==> src/rtl/crc5_token_sched.sv <==
// Round-robin sequencer for the shared CRC5 engine: grants the TX token
// builder or the RX token checker, feeds the 11 token bits, returns the result.
module crc5_token_sched #(
  parameter int TIMEOUT = 15
) (
  input  logic       clk,
  input  logic       rst,
  input  logic       txReq,
  input  logic [6:0] txAddr,
  input  logic [3:0] txEndp,
  output logic       txGnt,
  output logic       txDone,
  output logic [4:0] txCRC5,
  input  logic       rxReq,
  input  logic [6:0] rxAddr,
  input  logic [3:0] rxEndp,
  input  logic [4:0] rxCRC5In,
  output logic       rxGnt,
  output logic       rxDone,
  output logic       rxCRCOk,
  output logic       opErr,
  output logic       rstCRC,
  output logic       CRCEn,
  output logic       CRC5_8BitIn,
  output logic [7:0] dataOut,
  input  logic [4:0] CRCResult,
  input  logic       ready
);

  localparam logic [2:0] S_IDLE  = 3'd0;
  localparam logic [2:0] S_CLR   = 3'd1;
  localparam logic [2:0] S_BYTE  = 3'd2;
  localparam logic [2:0] S_WAITB = 3'd3;
  localparam logic [2:0] S_BITS  = 3'd4;
  localparam logic [2:0] S_WAITR = 3'd5;
  localparam logic [2:0] S_DONE  = 3'd6;

  localparam int CW = (TIMEOUT < 2) ? 1 : $clog2(TIMEOUT);

  logic [2:0]    state;
  logic          is_rx;
  logic          contested;
  logic          prio_tx;
  logic [6:0]    addr_q;
  logic [3:0]    endp_q;
  logic [4:0]    crc_q;
  logic [CW-1:0] wait_cnt;

  logic pick_rx;
  logic wait_ready;
  logic wait_expired;

  // The first wait cycle ignores ready: the engine only drops it one cycle after CRCEn.
  always_comb begin
    pick_rx      = rxReq && (!txReq || !prio_tx);
    wait_ready   = (wait_cnt != '0) && ready;
    wait_expired = (wait_cnt == CW'(TIMEOUT - 1));
  end

  // NOTE: every register here is assigned with <= so all outputs update together
  // on the edge; blocking assignments would make results depend on statement order.
  always_ff @(posedge clk or negedge rst) begin
    if (!rst) begin
      state       <= S_IDLE;
      is_rx       <= 1'b0;
      contested   <= 1'b0;
      prio_tx     <= 1'b1;
      addr_q      <= '0;
      endp_q      <= '0;
      crc_q       <= '0;
      wait_cnt    <= '0;
      txGnt       <= 1'b0;
      txDone      <= 1'b0;
      txCRC5      <= '0;
      rxGnt       <= 1'b0;
      rxDone      <= 1'b0;
      rxCRCOk     <= 1'b0;
      opErr       <= 1'b0;
      rstCRC      <= 1'b1;
      CRCEn       <= 1'b0;
      CRC5_8BitIn <= 1'b0;
      dataOut     <= '0;
    end else begin
      txDone      <= 1'b0;
      rxDone      <= 1'b0;
      rstCRC      <= 1'b0;
      CRCEn       <= 1'b0;
      CRC5_8BitIn <= 1'b0;
      dataOut     <= '0;

      case (state)
        S_IDLE: begin
          if (txReq || rxReq) begin
            is_rx     <= pick_rx;
            contested <= txReq && rxReq;
            addr_q    <= pick_rx ? rxAddr : txAddr;
            endp_q    <= pick_rx ? rxEndp : txEndp;
            crc_q     <= rxCRC5In;
            txGnt     <= !pick_rx;
            rxGnt     <= pick_rx;
            opErr     <= 1'b0;
            rstCRC    <= 1'b1;
            state     <= S_CLR;
          end
        end

        S_CLR: begin
          CRCEn       <= 1'b1;
          CRC5_8BitIn <= 1'b1;
          dataOut     <= {endp_q[0], addr_q};
          state       <= S_BYTE;
        end

        S_BYTE, S_BITS: begin
          wait_cnt <= '0;
          state    <= (state == S_BYTE) ? S_WAITB : S_WAITR;
        end

        S_WAITB, S_WAITR: begin
          if (wait_ready && state == S_WAITB) begin
            CRCEn   <= 1'b1;
            dataOut <= {5'b0, endp_q[3:1]};
            state   <= S_BITS;
          end else if (wait_ready || wait_expired) begin
            // Ready wins over an expiry landing on the same cycle.
            txDone <= !is_rx;
            rxDone <= is_rx;
            if (!is_rx) txCRC5 <= wait_ready ? ~CRCResult : 5'h00;
            else        rxCRCOk <= wait_ready && (~CRCResult == crc_q);
            opErr  <= !wait_ready;
            rstCRC <= !wait_ready;
            txGnt  <= 1'b0;
            rxGnt  <= 1'b0;
            // Fairness only shifts when both requesters competed for this grant.
            if (contested) prio_tx <= is_rx;
            state  <= S_DONE;
          end else begin
            wait_cnt <= wait_cnt + 1'b1;
          end
        end

        S_DONE:  state <= S_IDLE;
        default: state <= S_IDLE;
      endcase
    end
  end

endmodule

==> config.mk <==
export PLATFORM = sky130hd
export DESIGN_NAME = crc5_token_sched
export DESIGN_NICKNAME = d
export VERILOG_FILES = /design/src/rtl/crc5_token_sched.sv
export SDC_FILE = /design/constraint.sdc
export NUM_CORES = 1
export LEC_CHECK = 0
export ABC_CLOCK_PERIOD_IN_PS = 2300
export CAP_MARGIN = 20
export CELL_PAD_IN_SITES_DETAIL_PLACEMENT = 0
export CELL_PAD_IN_SITES_GLOBAL_PLACEMENT = 1
export CORE_ASPECT_RATIO = 0.75
export CORE_MARGIN = 2
export CORE_UTILIZATION = 25
export DETAILED_ROUTE_END_ITERATION = 10
export GPL_ROUTABILITY_DRIVEN = 1
export PLACE_DENSITY = 0.54
export REMOVE_ABC_BUFFERS = 1
export SETUP_SLACK_MARGIN = 0.05
export SLEW_MARGIN = 20
export SYNTH_ARGS = -nofsm -noshare
export SYNTH_HDL_FRONTEND = slang
export SYNTH_SLANG_ARGS = --single-unit
==> constraint.sdc <==
create_clock -name clk -period 2.3 [get_ports clk]
set_clock_uncertainty 0.1 [all_clocks]
set_input_delay 0.23 -clock clk [delete_from_list [all_inputs] [get_ports clk]]
set_output_delay 0.23 -clock clk [all_outputs]
set_load 0.01 [all_outputs]
Word level (Yosys, flattened, before mapping) --
Index checks and enable logic that the tools add are counted.
Storage, ports and cells: bits of input ports 37, word-level logic and storage cells 97, register bits 48, output and inout bits 22
Operators by class: equality and inequality tests 12, mux-type cells 36, add/sub/neg operators 1, bitwise logic cells 3, reductions and logical operators 26
Operators with widths (count):
- $mux 1 | 18
- $pmux 8 s2 | 1
- $reduce_and 4->1 | 4
- $mux 3 | 5
- $mux 4 | 3
- $pmux 3 s4 | 1
- $pmux 1 s2 | 5
- $ne 2x2->1 const B | 4
- $pmux 4 s2 | 1
- $mux 7 | 1
- $eq 3x2->1 const B | 2
- $eq 3x3->1 const B | 2
- $eq 5x5->1 | 1
- $logic_and 1x1->1 | 5
- $logic_not 1->1 | 5
- $mux 5 | 1
- $not 5->5 | 1
- $add 4x1->4 const B | 1
- $eq 4x4->1 const B | 1
- $reduce_and 2->1 | 2
- $reduce_bool 2->1 | 2
- $reduce_bool 4->1 | 1
- $reduce_or 2->1 | 2
- $eq 3x1->1 const B | 1
- other kinds (5) | 8

Depth between registers and ports, before layout --
Gate-level depths: netlist (run 1).
word-level depth 6, depth in mapped cells 8, depth with buffers taken out 6

Worst setup path before layout (run 1) --
No wires, ideal clock.
path kind register -> register, start point register wait_cnt[0], end point register txCRC5[0], arrival 1.816 ns, period minus slack after synthesis 2.041 ns, path slack 0.259 ns, stages on the path, launching flop included 8, cells stage by stage dfrtp_1 -> inv_1 -> ha_1 -> or3b_4 -> a31oi_2 -> o211a_1 -> buf_6 -> mux2_4
Between the ends: longest elaborated chain between the ends 5, elaborated cells on any way between the ends 8, classes of those cells 1 x eq/ne; 1 x mux; 1 x bitwise; 5 x reduce/logical
Ends and longest elaborated chain:
- start, declared | line 47 | logic [CW-1:0] wait_cnt;
- start signal, assigned | line 138 | wait_cnt <= wait_cnt + 1'b1;
- $reduce_bool 4->1 | line 56 | wait_ready = (wait_cnt != '0) && ready;
- $logic_and 1x1->1 | line 56
- $logic_and 1x1->1 | line 120 | if (wait_ready && state == S_WAITB) begin
- $not 1->1 (no source line)
- $reduce_and 4->1 (no source line)
- end signal, assigned | line 128 | if (!is_rx) txCRC5 <= wait_ready ? ~CRCResult : 5'h00;
- end, declared | line 13 | output logic [4:0] txCRC5,
Parallel ways exist; a longest one is shown, timed or not. A chain may end at the register's enable or synchronous reset.

Final worst setup path (run 1) --
Ends and elaborated chain as after synthesis.

==> impl_metrics.py, run 1 <==
metrics = {
    "run_status": {
        "outcome": "completed",
    },
    "timing": {
        "min_period_ns": 2.13,
        "fmax_mhz": 470,
        "finalSetupViolCount": 0,
        "tightest_slew_ns": 0.551,
        "hold_violations": 0,
        "tns_ns": 0,
        "rsz0062_at_grt": "yes",
        "finalMaxSlewViolations": 0,
        "period_share_pct": 92.5,
        "relSlewSlack_pct": 63.3,
    },
    "grt": {
        "antenna_found_initial": 0,
        "track_usage_pct": 12.3,
        "grt_max_degree": 23,
        "grt_pass1_wl_mm": 9.45,
        "grt_pass1_vias": 1781,
        "grt_overflow": 0,
    },
    "yosys": {
        "synth_edf_count": 0,
        "ys_warn_count": 0,
        "avgSynthCellArea_um2": 10.6,
        "ys.flop_type": "dfrtp_1",
        "async_reset_ff_share_pct": 100,
        "ys_seq_area_share_pct": 52.3,
        "netlist-cell-type-count": 46,
        "synth-seq-cells": 48,
        "syn_inst": 218,
        "syn-cell-area_um2": 2300,
    },
    "die": {
        "die_area_um2": 10000,
        "start_util_pct": 25.6,
        "die_w_um": 115,
        "ios": 59,
        "die_h_um": 87.1,
        "num_rows": 30,
        "core_um2": 9010,
    },
    "setup_path": {
        "crit_chain": "inv_1 > ha_1 > or3b_4 > a31oi_4 > o211a_4 > mux2_4",
        "end_kind": "flop",
        "r2r_slack_ns": 0.17,
        "worstSetupPathType": "flop to flop",
        "required_ns": 2.36,
        "slowest_stage": "or3b_4",
        "cp.arrival_ns": 2.19,
        "max_stage_delay_ns": 0.42,
        "critPathMaxFanout": 6,
        "cp-start-kind": "flop",
        "r2r_start": "wait_cnt[0]",
        "cp-startpoint": "wait_cnt[0]",
    },
    "drt": {
        "drt_pass1_iterations": 4,
        "drt-initial-drc-count": 71,
        "vias": 1766,
        "drc_errors": 0,
        "drt_wl_total_mm": 5.74,
        "avgViaCountPerCell": 4.47,
        "antenna_left": 0,
        "detail_route.wl_per_cell_um": 14.5,
    },
    "clock_tree": {
        "clk_latency_ns": 0.29,
        "cts_tree": "yes",
        "cts_buffer_depth": 2,
        "cts_buffers": 5,
        "cts_sinks": 48,
        "root_buffer": "clkbuf_16",
        "htreeDepth": 2,
        "clk_pin_slew_ns": 0.07,
    },
    "power": {
        "p_leak_uw": 0.00146,
        "power_density_nw_per_um2": 1160,
        "peakVddDrop_mv": 0.340,
    },
    "layout": {
        "most-common-layout-cells": "57 x clkdlybuf4s50_1, 46 x dfrtp_1, 41 x nand2_1",
        "final_common_cell": "clkdlybuf4s50_1",
        "layout-drive-gt1-share_pct": 13.1,
        "layout.nets": 322,
        "final_util_pct": 35.5,
        "n_fill_cell": 932,
        "area_delta_synth_final_pct": 39.1,
        "n_antenna_cell": 0,
    },
    "place": {
        "io_buffers": 58,
        "dp_hpwl_mm": 4.24,
        "gp_congestion": 0.798,
    },
    "worst_hold_path": {
        "hold_path.class": "input pin to asynchronous set/reset pin",
    },
    "flow_run": {
        "maxCapViolCount": 0,
    },
}
-- area by class of cell --
class	count	area (µm²)	area share (%)
Clock buffer	5	125	3.91
Clock inverter	3	18.8	0.586
Inverter	3	11.3	0.352
Multi-Input combinational cell	153	1030	32.1
Sequential cell	48	1200	37.6
Tap cell	112	140	4.38
Timing Repair Buffer	71	676	21.1
-- where the power goes --
group | internal [µW] | total [µW] | switching, µW
Clock | 401 | 717 | 316
Sequential | 1190 | 1420 | 224
Combinational | 807 | 1580 | 771
-- cells by family (layout without fill, tap and decap cells) --
group	Yosys count	after routing	synth area share, %
AOI/OAI and AO/OA	39	39	12.2
xor gates and xnor gates	7	7	2.66
adders and majority gates	3	3	1.63
buffers and inverters	17	82	3.97
DFF	48	48	52.3
muxes	18	18	9.02
and+or+nand+nor	86	86	18.2
-- state kept, by name, summed over array words and instances, names as in the netlist --
signal       flops
dataOut          8
addr_q           7
crc_q            5
txCRC5           5
endp_q           4
wait_cnt         4
state            3
CRC5_8BitIn      1
CRCEn            1
contested        1
is_rx            1
opErr            1
prio_tx          1
rstCRC           1
rxCRCOk          1
rxDone           1
rxGnt            1
txDone           1
txGnt            1
-- critical path, delay by kind of cell, from the launching register on --
kind / cells / cell delay (ns)
compound gates: 2 / 0.48
simple gates: 1 / 0.42
flops: 1 / 0.41
mux: 1 / 0.30
fa+ha+maj: 1 / 0.18
buf+inv: 1 / 0.11
-- metrics by stage --
stage | cell area, µm² | total power (µW) | hold WS, ns | setup slack (ns) | std cells
after detailed placement | 3030 | 3000 | 0.155 | 0.0209 | 386
final | 3200 | 3710 | 0.373 | 0.173 | 395
after CTS | 3190 | 3750 | 0.381 | 0.107 | 395
after floorplan | 2220 | 2280 | -0.166 | 0.211 | 204
after global routing | 3200 | 4030 | 0.407 | 0.0431 | 395
after global placement | 3030 | 2990 | 0.148 | 0.0701 | 386
-- worst paths after layout --
| kind | end | cells after the start |
|---|---|---|
| worst max register to register | txCRC5[0] | 6 |
| worst max-delay path | txCRC5[0] | 6 |
| worst min register to register | addr_q[4] | 2 |
| min in group clk | addr_q[4] | 2 |
| worst min-delay path | wait_cnt[3] | 2 |
| max in group asynchronous | state[2] | 3 |
-- timing repair --
item / CTS / global route
hold endpoints to repair: 18 / 0
gates resized for setup: 2 / 1
endpoints found under the setup margin: 5 / 6
buffers inserted: 0 / 0
hold buffers: 1 / 0
-- per-layer routing --
layer | share of wire (%) | up-vias | GRT usage [%]
li1 | - | 881 | -
met1 | 51 | 832 | 17.5
met2 | 41 | 53 | 18.2
met3 | 7.9 | 0 | 4.66
met4 | 0 | 0 | 1.75
met5 | 0 | - | 0
-- synth_stat cells, types with 2 or more instances --
master     n  area [µm²]
a21oi_1    4        20.0
a32o_1     2        20.0
and2_1     5        31.3
and3_1     6        37.5
buf_2      4        20.0
buf_6      3        33.8
clkbuf_1   7        26.3
dfrtp_1   46        1150
dfstp_2    2        52.6
ha_1       3        37.5
inv_1      3        11.3
mux2_2     2        22.5
mux2_4     5        75.1
mux2i_1   11         110
nand2_1   41         154
nand2b_1   6        37.5
nand3_1    8        40.0
nand4_1    3        18.8
nand4b_1   2        17.5
nor2_1     8        30.0
nor2b_1    2        12.5
o211a_1    2        20.0
o211ai_1   3        22.5
o21ai_0   12        60.1
o21ai_1    2        10.0
xnor2_1    3        26.3
xor2_1     4        35.0
Note: power is estimated with default switching activity, not from simulation.
==> run 2, diff against run 1 <==
--- a/config.mk
+++ b/config.mk
@@ -5,7 +5,6 @@
 export SDC_FILE = /design/constraint.sdc
 export NUM_CORES = 1
 export LEC_CHECK = 0
-export ABC_CLOCK_PERIOD_IN_PS = 2300
 export CAP_MARGIN = 20
 export CELL_PAD_IN_SITES_DETAIL_PLACEMENT = 0
 export CELL_PAD_IN_SITES_GLOBAL_PLACEMENT = 1
@@ -14,7 +13,7 @@
 export CORE_UTILIZATION = 25
 export DETAILED_ROUTE_END_ITERATION = 10
 export GPL_ROUTABILITY_DRIVEN = 1
-export PLACE_DENSITY = 0.54
+export PLACE_DENSITY = 0.56
 export REMOVE_ABC_BUFFERS = 1
 export SETUP_SLACK_MARGIN = 0.05
 export SLEW_MARGIN = 20
==> constraint.sdc (replaced) <==
create_clock -name clk -period 1.9 [get_ports clk]
set_clock_uncertainty 0.1 [all_clocks]
set_input_delay 0.19 -clock clk [delete_from_list [all_inputs] [get_ports clk]]
set_output_delay 0.19 -clock clk [all_outputs]
set_load 0.01 [all_outputs]
==> run 2 against run 1 <==
The flow now finishes with violations (negative setup slack). Combinational power rose by 56%. Largest power group unchanged. Highest routed layer is now met4. Global-route usage grew 0.26 points. Core utilization up 3.4 points. Count of clock-buffer cells in the layout is 3 higher.
==> impl_metrics.py, run 2 (same netlist as run 1, synthesis figures left out) <==
metrics = {
    "timing": {
        "worst_slack_ns": -0.122,
        "rsz0062_at_grt": "yes",
        "fmax_mhz": 495,
        "period_share_pct": 106,
        "tightest_slew_ns": 0.462,
        "finalMaxSlewViolations": 0,
        "hold_violations": 0,
        "min_period_ns": 2.02,
        "relSlewSlack_pct": 69.1,
        "finalSetupViolCount": 10,
    },
    "power": {
        "clockPowerShare_pct": 16.8,
        "peakVddDrop_mv": 0.472,
        "power_density_nw_per_um2": 1420,
        "finalPower_uw": 4980,
        "combPwrFrac_pct": 49.3,
        "sw_frac_of_total_pct": 34.3,
        "seqPwrFrac_pct": 33.9,
        "p_sw_uw": 1710,
        "p_leak_uw": 0.00160,
        "internal-power_uw": 3270,
    },
    "clock_tree": {
        "htreeDepth": 2,
        "cts_buffers": 5,
        "cts_sinks": 48,
        "cts_buffer_depth": 2,
        "clk_pin_slew_ns": 0.06,
        "root_buffer": "clkbuf_16",
        "cts_tree": "yes",
        "clk_latency_ns": 0.28,
    },
    "die": {
        "ios": 59,
        "die_h_um": 87.1,
        "num_rows": 30,
        "start_util_pct": 25.6,
        "core_um2": 9010,
        "die_area_um2": 10000,
        "die_w_um": 115,
    },
    "layout": {
        "regMostFlops": "dataOut",
        "fin_area_um2": 3510,
        "area_delta_synth_final_pct": 52.4,
        "final_common_cell": "clkdlybuf4s50_1",
        "n_fill_cell": 922,
        "layout-drive-gt1-share_pct": 22.0,
        "n_antenna_cell": 0,
        "finalNonFillerCells": 417,
        "most-common-layout-cells": "57 x clkdlybuf4s50_1, 46 x dfrtp_1, 40 x nand2_1",
        "reg_top3": "dataOut (8), addr_q (7)",
        "layout.nets": 344,
        "largest_register_ffs": 8,
    },
    "drt": {
        "drt-initial-drc-count": 59,
        "antenna_left": 0,
        "avgViaCountPerCell": 4.37,
        "vias": 1821,
        "drt_wl_total_mm": 5.83,
        "drt_pass1_iterations": 4,
        "detail_route.wl_per_cell_um": 14.0,
        "drc_errors": 0,
    },
    "grt": {
        "grt_pass1_vias": 1839,
        "antenna_found_initial": 0,
        "grt_pass1_wl_mm": 9.65,
        "grt_max_degree": 21,
        "grt_overflow": 0,
        "track_usage_pct": 12.6,
    },
    "setup_path": {
        "max_stage_delay_ns": 0.39,
        "r2r_slack_ns": -0.12,
        "cp.arrival_ns": 2.09,
        "critPathMaxFanout": 6,
        "slowest_stage": "dfrtp_1",
        "r2r_start": "wait_cnt[0]",
        "ff2ff_path_depth": 7,
        "cp-start-kind": "flop",
        "worstSetupPathType": "flop to flop",
        "crit_chain": "inv_2 > ha_4 > or3b_4 > a31oi_4 > o211a_1 > buf_12 > mux2_4",
        "required_ns": 1.96,
        "end_kind": "flop",
        "r2r_end": "txCRC5[1]",
    },
    "place": {
        "pre_cts_ws_ns": -0.196,
        "dp_hpwl_mm": 4.40,
        "gp_congestion": 0.815,
        "io_buffers": 58,
        "placed_area_um2": 3200,
        "dp_cells": 404,
    },
    "run_status": {
        "violations": "negative setup slack",
        "outcome": "finished, violations left",
    },
    "worst_hold_path": {
        "hold_path.class": "input pin to asynchronous set/reset pin",
    },
    "flow_run": {
        "maxCapViolCount": 0,
    },
}
run 2: how the worst max path moves through the flow:
stage | startpoint | endpoint | depth (start not counted)
final | wait_cnt[0] | txCRC5[1] | 7
after global routing | wait_cnt[0] | txCRC5[1] | 7
after CTS | wait_cnt[1] | txCRC5[3] | 7
after detailed placement | wait_cnt[0] | wait_cnt[0] | 7
after global placement | wait_cnt[0] | txCRC5[3] | 7
after floorplan | wait_cnt[0] | txCRC5[0] | 6
run 2: area by class of cell:
cell class,instances,area [µm²],share of cell area (%)
tap,112,140,3.99
timing repair buffer,93,893,25.5
multi-input combinational,153,1120,32.0
clock buffer,8,136,3.89
inverter,3,11.3,0.321
sequential,48,1200,34.3
run 2: timing repair:
item / 4_1_cts / 5_1_grt
hold buffers: 1 / 0
setup buffers: 2 / 2
hold endpoints to repair: 13 / 0
gates resized for setup: 11 / 14
endpoints found under the setup margin: 16 / 20
pin swaps: 5 / 8
run 2: through the flow:
stage | utilization, % | hold WS, ns | TNS (ns)
2_1_floorplan | - | -0.206 | -0.998
3_3_place_gp | 35.6 | 0.0391 | -1.59
3_5_place_dp | 35.6 | 0.0413 | -2.02
4_1_cts | 37.9 | 0.289 | -1.08
5_1_grt | 39.0 | 0.314 | -1.68
6_report | 39.0 | 0.270 | -0.824
run 2: power by group through the flow:
stage | Sequential [µW] | Combinational (µW) | Clock, µW
after floorplan | 1790 | 969 | 0
after global placement | 1710 | 2190 | 0
after detailed placement | 1700 | 2210 | 0
after CTS | 1690 | 2310 | 869
after global routing | 1750 | 2720 | 923
final | 1690 | 2460 | 839
run 2: routing by layer:
metal | track usage [%] | part of all wire (%)
met1 | 18.2 | 51
met2 | 18.3 | 41
met3 | 4.18 | 7.7
met4 | 2.63 | 0.53
met5 | 0 | 0
run 2: worst max-delay path, delay by kind of cell (launching register included):
kind            cells  cell delay, ns
simple gates        1            0.39
mux                 1            0.29
fa+ha+maj           1            0.13
buf+inv             2            0.22
flops               1            0.39
compound gates      2            0.38
